`src/rtl/core_pkg.sv`:
```
// Shared types and constants for the instruction-fetch sequencer.
package core_pkg;

    // Fetch sequencer states.
    typedef enum logic [1:0] {
        ST_BOOT  = 2'd0,
        ST_IDLE  = 2'd1,
        ST_FETCH = 2'd2,
        ST_HALT  = 2'd3
    } state_t;

    // Which source produced the selected redirect target.
    typedef enum logic [1:0] {
        SRC_NONE = 2'd0,
        SRC_EX   = 2'd1,
        SRC_TRAP = 2'd2
    } redir_src_t;

    // Legal boot-delay range; the counter is sized to hold the maximum.
    localparam int BOOT_CYCLES_MIN = 1;
    localparam int BOOT_CYCLES_MAX = 15;
    localparam int BOOT_CNT_W      = 4;

    // Out-of-range boot delays are pulled back into the legal range.
    function automatic int clamp_boot(input int cycles);
        if (cycles < BOOT_CYCLES_MIN) return BOOT_CYCLES_MIN;
        if (cycles > BOOT_CYCLES_MAX) return BOOT_CYCLES_MAX;
        return cycles;
    endfunction

endpackage

```
`src/rtl/fetch_controller_if.sv`:
```
// Instruction-memory handshake and programme-counter control bundle.
//
// Handshake: the controller raises imem_req for the current PC and holds it,
// with the PC frozen, until the memory answers with imem_ack in the same
// cycle. The cycle with req && ack completes the request; only one request is
// ever outstanding. pc_enable/pc_branch/pc_din_addr are sampled by the PC at
// the next clock edge.
interface fetch_controller_if #(
    parameter int XLEN = 32
);
    logic            imem_req;
    logic            imem_ack;
    logic            pc_enable;
    logic            pc_branch;
    logic [XLEN-1:0] pc_din_addr;

    modport master (
        output imem_req,
        output pc_enable,
        output pc_branch,
        output pc_din_addr,
        input  imem_ack
    );

    modport slave (
        input  imem_req,
        input  pc_enable,
        input  pc_branch,
        input  pc_din_addr,
        output imem_ack
    );
endinterface

```
`src/rtl/redirect_arbiter.sv`:
```
// Priority merge of live trap, live EX and pending redirect sources.
// Traps always win over EX; among traps and among EX redirects the live
// request wins over the pending copy.
module redirect_arbiter
    import core_pkg::*;
#(
    parameter int XLEN = 32
) (
    input  logic            trap_i,
    input  logic [XLEN-1:0] trap_target_i,
    input  logic            ex_i,
    input  logic [XLEN-1:0] ex_target_i,
    input  logic            pend_valid_i,
    input  logic            pend_trap_i,
    input  logic [XLEN-1:0] pend_addr_i,
    output redir_src_t      src_o,
    output logic [XLEN-1:0] target_o
);

    // Fixed-priority selection: live trap, pending trap, live EX, pending EX.
    always_comb begin
        src_o    = SRC_NONE;
        target_o = '0;
        if (trap_i) begin
            src_o    = SRC_TRAP;
            target_o = trap_target_i;
        end else if (pend_valid_i && pend_trap_i) begin
            src_o    = SRC_TRAP;
            target_o = pend_addr_i;
        end else if (ex_i) begin
            src_o    = SRC_EX;
            target_o = ex_target_i;
        end else if (pend_valid_i) begin
            src_o    = SRC_EX;
            target_o = pend_addr_i;
        end
    end

endmodule

```
`src/rtl/fetch_controller.sv`:
```
// Instruction-fetch sequencer: boot delay, single-outstanding imem handshake,
// redirect arbitration with a one-entry pending buffer, and halt control.
module fetch_controller
    import core_pkg::*;
#(
    parameter int BOOT_CYCLES = 2,
    parameter int XLEN        = 32
) (
    input  logic             clk,
    input  logic             rstn,
    fetch_controller_if.master bus,
    input  logic             stall_id,
    input  logic             halt,
    input  logic             ex_redirect,
    input  logic [XLEN-1:0]  ex_target,
    input  logic             trap_redirect,
    input  logic [XLEN-1:0]  trap_target,
    output logic             flush_if,
    output logic             flush_id,
    output logic             halted,
    output state_t           dbg_state_o
);

    localparam logic [BOOT_CNT_W-1:0] BOOT_LOAD = BOOT_CNT_W'(clamp_boot(BOOT_CYCLES));

    state_t                state_q, state_d;
    logic [BOOT_CNT_W-1:0] cnt_q, cnt_d;
    logic                  pend_valid_q, pend_valid_d;
    logic                  pend_trap_q, pend_trap_d;
    logic [XLEN-1:0]       pend_addr_q, pend_addr_d;
    logic                  halt_pend_q, halt_pend_d;

    logic                  imem_req;
    logic                  pc_enable;
    logic                  pc_branch;
    logic                  ex_live;
    redir_src_t            arb_src;
    logic [XLEN-1:0]       arb_target;

    // EX redirects are meaningless while the core is halted.
    assign ex_live = ex_redirect && (state_q != ST_HALT);

    redirect_arbiter #(.XLEN(XLEN)) u_arb (
        .trap_i        (trap_redirect),
        .trap_target_i (trap_target),
        .ex_i          (ex_live),
        .ex_target_i   (ex_target),
        .pend_valid_i  (pend_valid_q),
        .pend_trap_i   (pend_trap_q),
        .pend_addr_i   (pend_addr_q),
        .src_o         (arb_src),
        .target_o      (arb_target)
    );

    // State, boot counter and pending-redirect/halt registers.
    always_ff @(posedge clk or negedge rstn) begin
        if (!rstn) begin
            state_q      <= ST_BOOT;
            cnt_q        <= BOOT_LOAD;
            pend_valid_q <= 1'b0;
            pend_trap_q  <= 1'b0;
            pend_addr_q  <= '0;
            halt_pend_q  <= 1'b0;
        end else begin
            state_q      <= state_d;
            cnt_q        <= cnt_d;
            pend_valid_q <= pend_valid_d;
            pend_trap_q  <= pend_trap_d;
            pend_addr_q  <= pend_addr_d;
            halt_pend_q  <= halt_pend_d;
        end
    end

    // Next-state and output decode.
    always_comb begin
        state_d      = state_q;
        cnt_d        = cnt_q;
        pend_valid_d = pend_valid_q;
        pend_trap_d  = pend_trap_q;
        pend_addr_d  = pend_addr_q;
        halt_pend_d  = halt_pend_q;
        imem_req     = 1'b0;
        pc_enable    = 1'b0;
        pc_branch    = 1'b0;
        flush_if     = 1'b0;
        flush_id     = 1'b0;
        halted       = 1'b0;

        case (state_q)
            ST_BOOT: begin
                // Give the synchronous PC reset time to settle; leave on the
                // edge where the counter reaches zero.
                cnt_d = (cnt_q != '0) ? cnt_q - 1'b1 : '0;
                if (cnt_q <= BOOT_CNT_W'(1)) state_d = ST_IDLE;
            end
            ST_IDLE: begin
                flush_id = trap_redirect || ex_redirect;
                if (arb_src != SRC_NONE) begin
                    pc_enable = 1'b1;
                    pc_branch = 1'b1;
                end
                if (halt)           state_d = ST_HALT;
                else if (!stall_id) state_d = ST_FETCH;
            end
            ST_FETCH: begin
                imem_req = 1'b1;
                flush_id = trap_redirect || ex_redirect;
                if (!bus.imem_ack) begin
                    // PC is frozen; remember redirects and halts for the ack.
                    if (trap_redirect) begin
                        pend_valid_d = 1'b1;
                        pend_trap_d  = 1'b1;
                        pend_addr_d  = trap_target;
                    end else if (ex_redirect && !(pend_valid_q && pend_trap_q)) begin
                        pend_valid_d = 1'b1;
                        pend_trap_d  = 1'b0;
                        pend_addr_d  = ex_target;
                    end
                    if (halt) halt_pend_d = 1'b1;
                end else if (halt || halt_pend_q) begin
                    flush_if     = 1'b1;
                    pend_valid_d = 1'b0;
                    pend_trap_d  = 1'b0;
                    halt_pend_d  = 1'b0;
                    state_d      = ST_HALT;
                end else begin
                    pc_enable = 1'b1;
                    if (arb_src != SRC_NONE) begin
                        // Fetched word belongs to the wrong path.
                        pc_branch = 1'b1;
                        flush_if  = 1'b1;
                    end
                    pend_valid_d = 1'b0;
                    pend_trap_d  = 1'b0;
                    state_d      = stall_id ? ST_IDLE : ST_FETCH;
                end
            end
            ST_HALT: begin
                halted   = 1'b1;
                flush_id = trap_redirect;
                if (trap_redirect) begin
                    pc_enable = 1'b1;
                    pc_branch = 1'b1;
                    state_d   = ST_IDLE;
                end
            end
            default: state_d = ST_BOOT;
        endcase
    end

    assign bus.imem_req    = imem_req;
    assign bus.pc_enable   = pc_enable;
    assign bus.pc_branch   = pc_branch;
    assign bus.pc_din_addr = pc_branch ? arb_target : '0;
    assign dbg_state_o     = state_q;

endmodule

```
`src/flat_wrapper.sv`:
```
// flat-port wrapper written by rule: the top's interface ports become plain ports
module fetch_controller_flat import core_pkg::*;
#(
    parameter int BOOT_CYCLES = 2,
    parameter int XLEN        = 32
)
  (clk, rstn, stall_id, halt, ex_redirect, ex_target, trap_redirect, trap_target, flush_if, flush_id, halted, dbg_state_o, bus_imem_req, bus_pc_enable, bus_pc_branch, bus_pc_din_addr, bus_imem_ack);
  fetch_controller_if #(.XLEN(XLEN)) bus_i ();
  input  logic clk;
  input  logic rstn;
  input  logic stall_id;
  input  logic halt;
  input  logic ex_redirect;
  input  logic [XLEN-1:0] ex_target;
  input  logic trap_redirect;
  input  logic [XLEN-1:0] trap_target;
  output logic flush_if;
  output logic flush_id;
  output logic halted;
  output state_t dbg_state_o;
  output wire logic [$bits(bus_i.imem_req)-1:0] bus_imem_req;
  output wire logic [$bits(bus_i.pc_enable)-1:0] bus_pc_enable;
  output wire logic [$bits(bus_i.pc_branch)-1:0] bus_pc_branch;
  output wire logic [$bits(bus_i.pc_din_addr)-1:0] bus_pc_din_addr;
  input wire logic [$bits(bus_i.imem_ack)-1:0] bus_imem_ack;
  assign bus_imem_req = bus_i.imem_req;
  assign bus_pc_enable = bus_i.pc_enable;
  assign bus_pc_branch = bus_i.pc_branch;
  assign bus_pc_din_addr = bus_i.pc_din_addr;
  assign bus_i.imem_ack = bus_imem_ack;
  fetch_controller #(.BOOT_CYCLES(BOOT_CYCLES), .XLEN(XLEN)) u_core (.clk(clk), .rstn(rstn), .bus(bus_i), .stall_id(stall_id), .halt(halt), .ex_redirect(ex_redirect), .ex_target(ex_target), .trap_redirect(trap_redirect), .trap_target(trap_target), .flush_if(flush_if), .flush_id(flush_id), .halted(halted), .dbg_state_o(dbg_state_o));
endmodule
```
`config.mk`:
```
export PLATFORM = sky130hd
export DESIGN_NAME = fetch_controller_flat
export DESIGN_NICKNAME = d
export VERILOG_FILES = /design/src/rtl/core_pkg.sv /design/src/rtl/fetch_controller_if.sv /design/src/rtl/redirect_arbiter.sv /design/src/rtl/fetch_controller.sv /design/src/flat_wrapper.sv
export SDC_FILE = /design/constraint.sdc
export NUM_CORES = 1
export LEC_CHECK = 0
export ABC_AREA = 1
export ABC_CLOCK_PERIOD_IN_PS = 3000
export BUFFER_PORTS_ARGS = -buffer_cell sky130_fd_sc_hd__buf_2
export CAP_MARGIN = 20
export CELL_PAD_IN_SITES_DETAIL_PLACEMENT = 1
export CELL_PAD_IN_SITES_GLOBAL_PLACEMENT = 1
export CORE_AREA = 3 3 103 105
export CTS_CLUSTER_DIAMETER = 100
export DETAILED_ROUTE_END_ITERATION = 8
export DIE_AREA = 0 0 106 108
export GPL_ROUTABILITY_DRIVEN = 0
export PLACE_DENSITY_LB_ADDON = 0.1
export SLEW_MARGIN = 30
export SYNTH_ARGS = -nofsm -noshare
export SYNTH_HDL_FRONTEND = slang
export SYNTH_HIERARCHICAL = 1
export SYNTH_SLANG_ARGS = --single-unit
```
`constraint.sdc`:
```
create_clock -name clk -period 3 [get_ports clk]
set_input_delay 0.15 -clock clk [delete_from_list [all_inputs] [get_ports clk]]
set_output_delay 0.15 -clock clk [all_outputs]
set_load 0.05 [all_outputs]
```
==> impl_results.md, run 1 <==
* Leak at approximately 0.0028 uW
* DP Worst Slack at around 0.37 ns
* Synth-to-Final Area Change at 19.6%
* Critical path's largest stage delay at around 0.43 ns
* Bufs and invs on worst path at 3
* Final Max Slew Viols at 0
* Count leader, synth: nand2_1
* Mapped cell area at roughly 3800 sq um
* Core area at just under 10,000 sq um
* # clock sinks at 41
* Fraction of registers with async set/reset at 100%
* CTS Root Cell: clkbuf_8
* Number of flops mapped to enable cells by yosys at 0
* Flop-to-flop setup slack at between 0.9 and 1 ns
* Tot Pwr at ~3400 uW
* Antenna violations before repair at 1
* Synth top cells by count: nand2_1 (228), nand3_1 (64), inv_1 (52)
* Top post-synthesis cells by area: dfrtp_1 (27%), nand2_1 (23%), nand2_4 (9.3%), nand3_1 (8.5%), nand3_2 (8.3%)
* Post-synth top area share at 26.6%
* Fraction of layout cells with a size suffix above 1 at around a third
* Synth Warn # at 6
* Initial Util at between 30% and 40%
* Avg Vias per Cell at 4.86
* Remaining DRCs at 0
* Max Clock Freq at roughly 360 MHz
* RSZ-0062 raised after global routing: no
* TritonCTS clock tree: yes
* CP Class: reg -> out
* Pre-Repair DR Iteration Count at 5
* Port Buffers at 110
* H-tree depth at 2
* Final cycle utilization of the critical path at 93.4%
* Worst skew pair latency at between 0.2 and 0.3 ns
* Hold WS at ~0.18 ns
* CTS Buf Count at 5
* Detailed-route wire length at between 10,000 and 15,000 microns
* Arr. time, crit path at approximately 2.7 ns
* Final setup viols at 0
* Slew HR at 55.7%
* All-Layer GR Usage at about a fifth
* Vias in the first global route at 3,977
* CTS Buffer Depth at 2
* Worst setup SP type: register
* Final nets at 730
* Status: finished, final reports clean
* Clock skew at 0.00215 ns
* Worst-path cell chain: ha_1 > nor2_2 > inv_2 > a21oi_1 > o21ai_0 > nand3_2 > nand3_4 > buf_4 > nor2_1 > buf_12
* Yosys top cell by area: dfrtp_1
* Syn Area/Cell at a little under 7 sq um
* DP HPWL at 8320 microns
* Critical Path Fanout Max at 30
* Full die area at around 11,000 sq um
* Final Hold Fails at 0
* Std-Cell Rows at 36
* Via Count at approximately 3,800
* Max cap viols at 0
* Worst hold path type: in -> reg
* Cell area power density at between 700 and 800 nW/um^2
* Fillers at 1,367
* Crit path max-delay cell type: dfrtp_1
* Worst-margin pin slew at ~0.66 ns
* DRT iter0 DRCs at approximately 160
* Mapped Cells at roughly 560
* Largest net degree at the start of global routing at 42
* Setup TNS at 0 ns
* Worst setup EP type: output pin
* Final worst slack at ~0.2 ns
* Minimum clock period at approximately 2.8 ns
* GRT overflow at 0
* Die H at approximately 110 microns
* First-pass GRT wire length at around 19,000 microns
* Clock transition at path regs at about 0.080 ns
* Yosys cell types at 25
* Die Width at between 100 and 150 microns
* Num ports at 111
* Worst path required time at ~2.9 ns
* Peak VDD IR at ~0.56 mV
* FF+latch count, synth at a little over 40
* Ys flop type: dfrtp_1
* Post-DRT Antenna Nets at 0
* Register area share after synthesis at about 27%
* Mapped Nets at ~630
* WL per Instance at ~15 microns
* CP delay by family, top: simple AND/OR/NAND/NOR gates
per-layer routing:
metal  part of all wire, %  vias to the layer above  GRT usage, %
met5                     0                        -             0
met4                   1.3                        0          4.81
met3                   3.9                       10          2.69
met2                    50                       75          36.8
met1                    45                     1853          26.0
li1                      -                     1900             -
registers in the layout, summed over array words and instances, names as in the netlist:
name                 flops
u_core/halt_pend_q       1
u_core/pend_addr_q      32
u_core/pend_trap_q       1
u_core/dbg_state_o       2
u_core/pend_valid_q      1
u_core/cnt_q             4
tightest hold or removal path, cell delays in order:
cell and delay (ns):
buf_2 0.10, nand2_2 0.07, o21ai_0 0.08, inv_1 0.04
repair_timing:
action / CTS / global route
endpoints found under the setup margin: 0 / 30
hold endpoints to repair: 40 / 0
hold buffers: 1 / 0
setup buffers: 0 / 0
gates resized for setup: 0 / 1
where the power goes:
| part | leakage [uW] | internal (uW) | switching [uW] |
|---|---|---|---|
| registers | 0.000520 | 767 | 134 |
| clock network | 0.0000585 | 272 | 203 |
| logic | 0.00223 | 552 | 1500 |
per-stage QoR:
step	area (sq um)	cells	utilization, %
after floorplan	3760	557	-
after global placement	4360	779	44.8
after global routing	4500	789	46.2
after CTS	4490	788	46.2
after detailed placement	4370	779	44.9
final	4500	789	46.2
worst paths after layout:
kind / start / to / cells past startpoint
setup / recovery: u_core/dbg_state_o[0]$_DFFE_PN0P_ / bus_pc_din_addr[31] / 10
setup reg to reg: u_core/dbg_state_o[0]$_DFFE_PN0P_ / u_core/pend_addr_q[8]$_DFFE_PN0P_ / 7
min in group asynchronous: rstn / u_core/pend_addr_q[29]$_DFFE_PN0P_ / 2
hold / removal: bus_imem_ack / u_core/halt_pend_q$_DFFE_PN0P_ / 4
max in group asynchronous: rstn / u_core/cnt_q[1]$_DFFE_PN1N_ / 2
hold reg to reg: u_core/pend_addr_q[26]$_DFFE_PN0P_ / u_core/pend_addr_q[26]$_DFFE_PN0P_ / 2
layout by cell type (no fill, tap or decap), drive strengths merged:
master | synthesis | layout
bufinv | 0 | 1
dfstp | 1 | 1
nor2 | 47 | 47
nand3 | 96 | 96
o21ai | 8 | 8
ha | 5 | 5
dfrtp | 40 | 40
clkbuf | 4 | 7
inv | 56 | 56
nand3b | 1 | 1
buf | 27 | 120
dlygate4sd3 | 0 | 1
diode | 0 | 1
a21oi | 7 | 7
nand2 | 262 | 262
clkinv | 2 | 2
nor3 | 1 | 1
logic make-up (layout without fill, tap and decap cells):
family          after synthesis  in the layout  share of synthesized area [%]
compound gates               15             15                           2.10
other cells                   0              1                              0
buf+inv                      89            187                           11.7
simple gates                407            407                           57.2
fa+ha+maj                     5              5                           1.66
flops                        41             41                           27.3
final cells by class:
class / instances / area [sq um] / share of cell area [%]
Clock buffer: 7 / 86.3 / 1.92
Inverter: 58 / 218 / 4.84
Clock inverter: 1 / 30.0 / 0.668
Multi-Input combinational cell: 427 / 2300 / 51.2
Timing Repair Buffer: 121 / 666 / 14.8
Sequential cell: 41 / 1030 / 22.8
Tap cell: 133 / 166 / 3.70
Antenna cell: 1 / 2.50 / 0.0556
No activity file was read; power rests on OpenSTA's default activity.
==> run 2: changes to the inputs <==
- ABC_CLOCK_PERIOD_IN_PS: 3000 -> 2920
- CORE_AREA: 3 3 103 105 -> 3 3 105 107
- DIE_AREA: 0 0 106 108 -> 0 0 108 110
- RECOVER_POWER: default -> 100
- clock period: 3 -> 2.92 ns (I/O delays scaled with it)
==> impl_results.md, run 2 (same netlist as run 1, synthesis figures left out) <==
* Ant diodes at 0 (-1)
* Die H at 110 microns (+1.9%)
* Cell area power density at 783 nW/um^2 (+2.8%)
* GRT overflow at 0 (unchanged)
* Met3 Use GR at 2.45% (-0.24 points)
* Dpl cell area at 4350 sq um (-0.43%)
* Synth-to-Final Area Change at 18.9%
* Met1 global-route usage at 23.0% (-3.1 points)
* Peak VDD IR at 0.416 mV (-26%)
* M2 GR Usage at 35.8% (-1.0 points)
* CP delay by family, top: compound AO/OA/AOI/OAI gates
* Crit path max-delay cell type: a21oi_2
* Final instance area at 4470 sq um (-0.58%)
* Via Count at 3,776 (-1.6%)
* Worst-margin pin slew at 1.09 ns (+0.427 ns)
* Final Hold Fails at 0 (unchanged)
* Fraction of layout cells with a size suffix above 1 at 33.7% (-1.4 points)
* Largest net degree at the start of global routing at 50 (+19%)
* Leak at 0.00275 uW (-2.2%)
* R2R depth at 7 (unchanged)
* RSZ-0062 raised after global routing: no
* Status: finished, final reports clean
* Reg-to-reg critical path startpoint: u_core/dbg_state_o[0]$_DFFE_PN0P_
* Post-Layout Cell Count at 791 (+0.25%)
* Clock transition at path regs at 0.09 ns (about the same)
* Worst Setup SP: u_core/dbg_state_o[1]$_DFFE_PN0P_
* Final cycle utilization of the critical path at 92.7%
* Worst skew pair latency at 0.30 ns (about the same)
* Detailed-route wire length at 11,300 microns (-2.1%)
* Commonest non-fill, non-tap cell in the layout: nand2_1
* Most flops, register: u_core/pend_addr_q
* GRT busiest layer: met2
* Remaining DRCs at 0 (unchanged)
* TritonCTS clock tree: yes
* Die Width at 108 microns (+1.9%)
* All-Layer GR Usage at 18.8% (-1.6 points)
* Num ports at 111 (unchanged)
* Worst setup EP type: output pin
* Critical path's largest stage delay at 0.69 ns (+0.26 ns)
* Worst path required time at 2.77 ns (-0.08 ns)
* DRT iter0 DRCs at 120 (-23%)
* CP Class: reg -> out
* Final worst slack at 0.214 ns (+0.0177 ns)
* Hold path cells at 4 (unchanged)
* Flop-to-flop setup slack at 0.45 ns (-0.53 ns)
* RR Endpoint: u_core/pend_addr_q[15]$_DFFE_PN0P_
* Hold Path End: u_core/pend_valid_q$_DFFE_PN0P_
* Hold path start: bus_imem_ack
* Post-CTS setup buffer count at 0 (unchanged)
* Initial Util at 36.7% (-1.9 points)
* Commonest cells after routing, fill and taps aside: nand2_1 (229), buf_2 (71), nand3_1 (64), inv_1 (53), dfrtp_1 (40)
* Full die area at 11,900 sq um (+3.8%)
* DP HPWL at 8080 microns (-2.8%)
* Post-DRT Antenna Nets at 0 (unchanged)
* Final nets at 730 (unchanged)
* Bufs and invs on worst path at 2 (-1)
* CTS Root Cell: clkbuf_8
* Worst hold path type: in -> reg
* Clock skew at 0.00848 ns (+0.00633 ns)
* Core area at 10,200 sq um (+5.2%)
* Port Buffers at 110 (unchanged)
* Arr. time, crit path at 2.56 ns (-0.09 ns)
* Critical Path Fanout Max at 15 (-50%)
* Avg Vias per Cell at 4.77 (-1.9%)
* DP Worst Slack at 0.428 ns (+0.0588 ns)
* # clock sinks at 41 (unchanged)
* CTS Buf Count at 5 (unchanged)
* Vias in the first global route at 3,939 (-0.96%)
* Pre-Repair DR Iteration Count at 4 (-1)
* H-tree depth at 2 (unchanged)
* CTS Buffer Depth at 2 (unchanged)
* Setup TNS at 0 ns (unchanged)
* Antenna violations before repair at 0 (-1)
* First-pass GRT wire length at 18,200 microns (-5.0%)
* Max cap viols at 0 (unchanged)
* Slew HR at 27.2% (-28 points)
* Final setup viols at 0 (unchanged)
* Worst-path cell chain: ha_1 > nor2_4 > a21oi_2 > nand3_1 > nand3_2 > inv_1 > nor2_2 > clkbuf_2
* Dpl cells at 781 (+0.26%)
* Max Clock Freq at between 300 and 400 MHz
* Max reg flops at 32 (unchanged)
* Final Max Slew Viols at 0 (unchanged)
* Worst setup SP type: register
* WL per Instance at 14.2 microns (-2.3%)
* Minimum clock period at roughly 2.7 ns
* Std-Cell Rows at 37 (+2.8%)
* Layout Utilization at 43.7% (-2.5 points)
-- run 2: cell count changes in the layout (fill, tap and decap cells not counted), sizes merged --
cell | before | now
clkinvlp | 0 | 1
clkinv | 2 | 3
clkbuf | 7 | 45
a21oi | 7 | 8
buf | 120 | 79
diode | 1 | 0
-- run 2: worst max-delay path by stage --
| stage | to | depth (start not counted) |
|---|---|---|
| 3_5_place_dp | bus_pc_din_addr[2] | 10 |
| 2_1_floorplan | bus_pc_din_addr[1] | 8 |
| 6_report | bus_pc_din_addr[5] | 8 |
| 4_1_cts | bus_pc_din_addr[2] | 10 |
| 5_1_grt | bus_pc_din_addr[0] | 8 |
| 3_3_place_gp | bus_pc_din_addr[9] | 8 |
-- run 2: routing by layer --
metal | up-vias | share of wire [%]
met2 | 64 | 51
li1 | 1898 | -
met1 | 1810 | 45
met5 | - | 0
met4 | 0 | 0.46
met3 | 4 | 3.5
-- run 2: layout make-up --
type / count / area (sq um)
timing repair buffer: 120 / 628
sequential: 41 / 1030
clock buffer: 5 / 68.8
inverter: 58 / 218
fill: 1363 / 5760
multi-input combinational: 428 / 2310
tap: 136 / 170
clock inverter: 3 / 46.3
-- run 2: power by group --
group          internal (uW)  switching [uW]
Clock                    256             216
Combinational            541            1560
Sequential               788             136
Total                   1590            1920
-- run 2: through the flow --
step,hold WS [ns],power (uW)
after floorplan,-0.150,2570
after global placement,0.357,2990
after detailed placement,0.176,3050
after CTS,0.161,3540
after global routing,0.184,3790
final,0.163,3500
-- run 2: repair_timing --
item | CTS | global route
endpoints found under the setup margin | 0 | 33
gates resized for setup | 0 | 2
hold buffers | 1 | 0
endpoints found under the hold margin | 40 | 0
-- run 2: worst reg2reg max path: stages, from the launching register on --
cell and delay [ns]:
dfrtp_1 0.44, inv_1 0.13, ha_1 0.34, nand2_1 0.15, inv_1 0.24, nand2_1 0.71
nand2_1 0.28, nand2_1 0.07
==> run 3: changes to the inputs <==
- ABC_CLOCK_PERIOD_IN_PS: 2920 -> 2500
- CORE_AREA: 3 3 105 107 -> 3 3 117 97
- DIE_AREA: 0 0 108 110 -> 0 0 120 100
- clock period: 2.92 -> 2.5 ns (I/O delays scaled with it)
==> impl_results.md, run 3 (same netlist as run 1, synthesis figures left out) <==
* Status: finished, final reports clean
* Max Clock Freq at 423 MHz
* RSZ-0062 raised after global routing: no
* Cell area power density at 934 nW/um^2 (+19%)
* Commonest non-fill, non-tap cell in the layout: nand2_1
* Worst skew pair latency at 0.28 ns (-0.02 ns)
* Via Count at 3,898 (+3.2%)
* Full die area at 12,000 sq um (+1.0%)
* CTS Buffer Depth at 2 (unchanged)
* Slew HR at 27.7% (+0.45 points)
* All-Layer GR Usage at 20.2% (+1.4 points)
* Pre-Repair DR Iteration Count at 4 (unchanged)
* Commonest cells after routing, fill and taps aside: nand2_1 (228), buf_2 (70), nand3_1 (64), inv_1 (53), dfrtp_1 (40)
* Dpl cells at 792 (+1.4%)
* Worst hold path type: in -> reg
* Detailed-route wire length at 12,000 microns (+6.7%)
* Worst setup EP type: output pin
* Worst-path cell chain: ha_4 > nor2_1 > inv_2 > a21oi_2 > o21ai_0 > nand3_2 > nand3_4 > buf_12 > nor2_4 > clkbuf_2
* Initial Util at 36.9% (+0.12 points)
* Clock skew at 0.00142 ns (-0.00707 ns)
* Post-Layout Cell Count at 801 (+1.3%)
* Vias in the first global route at 4,132 (+4.9%)
* Final Hold Fails at 0 (unchanged)
* Hold path cells at 5 (+1)
* Max cap viols at 0 (unchanged)
* Final nets at 736 (+0.82%)
* Critical Path Fanout Max at 19 (+4)
* CTS Buf Count at 5 (unchanged)
* Crit path max-delay cell type: dfrtp_1
* DP HPWL at 8800 microns (+8.9%)
* TritonCTS clock tree: yes
* Antenna violations before repair at 0 (unchanged)
* Final setup viols at 0 (unchanged)
* WL per Instance at 15.0 microns (+5.4%)
* Std-Cell Rows at 33 (-11%)
* Ant diodes at 0 (unchanged)
* Fillers at 1,381 (+1.3%)
* GRT overflow at 0 (unchanged)
* R2R depth at 8 (+1)
* Core area at 10,200 sq um (-0.32%)
* CTS Root Cell: clkbuf_16
* Remaining DRCs at 0 (unchanged)
* Register area at 1030 sq um (unchanged)
* Worst setup SP type: register
* Bufs and invs on worst path at 3 (+1)
* H-tree depth at 2 (unchanged)
* Die Width at 120 microns (+11%)
* Max reg flops at 32 (unchanged)
* Arr. time, crit path at 2.24 ns (-0.32 ns)
* Multi-input gate area at 2440 sq um (+5.7%)
* Final cycle utilization of the critical path at between 90% and 100%
* Dpl cell area at 4610 sq um (+6.0%)
* Synth-to-Final Area Change at 27.5%
* Port Buffers at 110 (unchanged)
* Final instance area at 4790 sq um (+7.2%)
* CP Class: reg -> out
* First-pass GRT wire length at 19,900 microns (+9.7%)
* CP Depth at 10 (+2)
* # clock sinks at 41 (unchanged)
* Setup TNS at 0 ns (unchanged)
* Most flops, register: u_core/pend_addr_q
* CP delay by family, top: buffers and inverters
* Worst-margin pin slew at 1.08 ns (-0.00409 ns)
* Minimum clock period at 2.36 ns
* Largest net degree at the start of global routing at 50 (unchanged)
* Fraction of layout cells with a size suffix above 1 at 34.8% (+1.1 points)
* Final Max Slew Viols at 0 (unchanged)
* Num ports at 111 (unchanged)
* Peak VDD IR at 0.516 mV (+24%)
* DP Worst Slack at 0.293 ns (-0.135 ns)
* Die H at 100 microns (-9.1%)
* Clock transition at path regs at 0.06 ns (-0.03 ns)
* Worst path required time at 2.38 ns (-0.39 ns)
* DRT iter0 DRCs at 107 (-11%)
* Avg Vias per Cell at 4.87 (+1.9%)
* Final worst slack at 0.137 ns (-0.0773 ns)
* Leak at 0.00283 uW (+2.8%)
* Post-DRT Antenna Nets at 0 (unchanged)
* Critical path's largest stage delay at 0.45 ns (-0.24 ns)
## run 3: changes by cell type in the layout (fill, tap and decap cells not counted), moves of 3 or more
cell,change
nor2_2,-23
clkbuf_2,-26
buf_12,+3
clkbuf_4,+25
clkbuf_16,+5
clkbuf_8,-5
buf_4,+5
nor2_4,+24
## run 3: worst register-to-register path, cell delays in order (launching register included)
cell	delay, ns
dfrtp_1	0.45
inv_1	0.14
ha_1	0.19
clkbuf_1	0.29
nand2_1	0.16
inv_1	0.14
nand2_2	0.42
nand2_1	0.21
nand2_1	0.06
## run 3: power by group
part           switching [uW]  internal [uW]
combinational            1950            801
sequential                166            923
clock                     265            367
total                    2390           2090
## run 3: path summary, 6_finish.rpt
check / startpoint / to / slack, ns
setup reg to reg: u_core/dbg_state_o[0]$_DFFE_PN0P_ / u_core/pend_addr_q[19]$_DFFE_PN0P_ / 0.32
setup / recovery: u_core/dbg_state_o[0]$_DFFE_PN0P_ / bus_pc_din_addr[14] / 0.14
hold reg to reg: u_core/pend_addr_q[28]$_DFFE_PN0P_ / u_core/pend_addr_q[28]$_DFFE_PN0P_ / 0.47
min in group asynchronous: rstn / u_core/dbg_state_o[1]$_DFFE_PN0P_ / 0.57
hold / removal: trap_target[19] / u_core/pend_addr_q[19]$_DFFE_PN0P_ / 0.19
max in group asynchronous: rstn / u_core/pend_addr_q[28]$_DFFE_PN0P_ / 1.25
## run 3: layout make-up
type	count	area share [%]
tap	140	3.65
sequential	41	21.4
inverter	58	4.54
clock buffer	6	2.69
multi-input combinational	427	51.0
clock inverter	2	0.209
timing repair buffer	127	16.5
## run 3: per-stage QoR
stage               hold slack [ns]  utilization, %  power, uW
floorplan                    -0.171               -       3190
global placement              0.335            45.2       3770
detailed placement            0.157            45.2       3850
CTS                           0.191            47.0       4540
global route                  0.202            47.0       4810
finish                        0.190            47.0       4480
## run 3: metal layers
layer	track usage (%)	share of wire [%]	vias up	wire, microns
met5	0	0	-	0
met4	3.43	0.77	0	92
met3	2.82	3.7	7	444
met2	35.8	49	77	5830
met1	26.8	47	1902	5650
li1	-	-	1912	-
## run 3: timing repair
| item | 4_1_cts | 5_1_grt |
|---|---|---|
| gates resized for setup | 14 | 18 |
| buffers inserted | 0 | 0 |
| setup endpoints to repair | 14 | 32 |
| endpoints found under the hold margin | 40 | 0 |
| cloned | 0 | 0 |
| hold buffers | 1 | 0 |
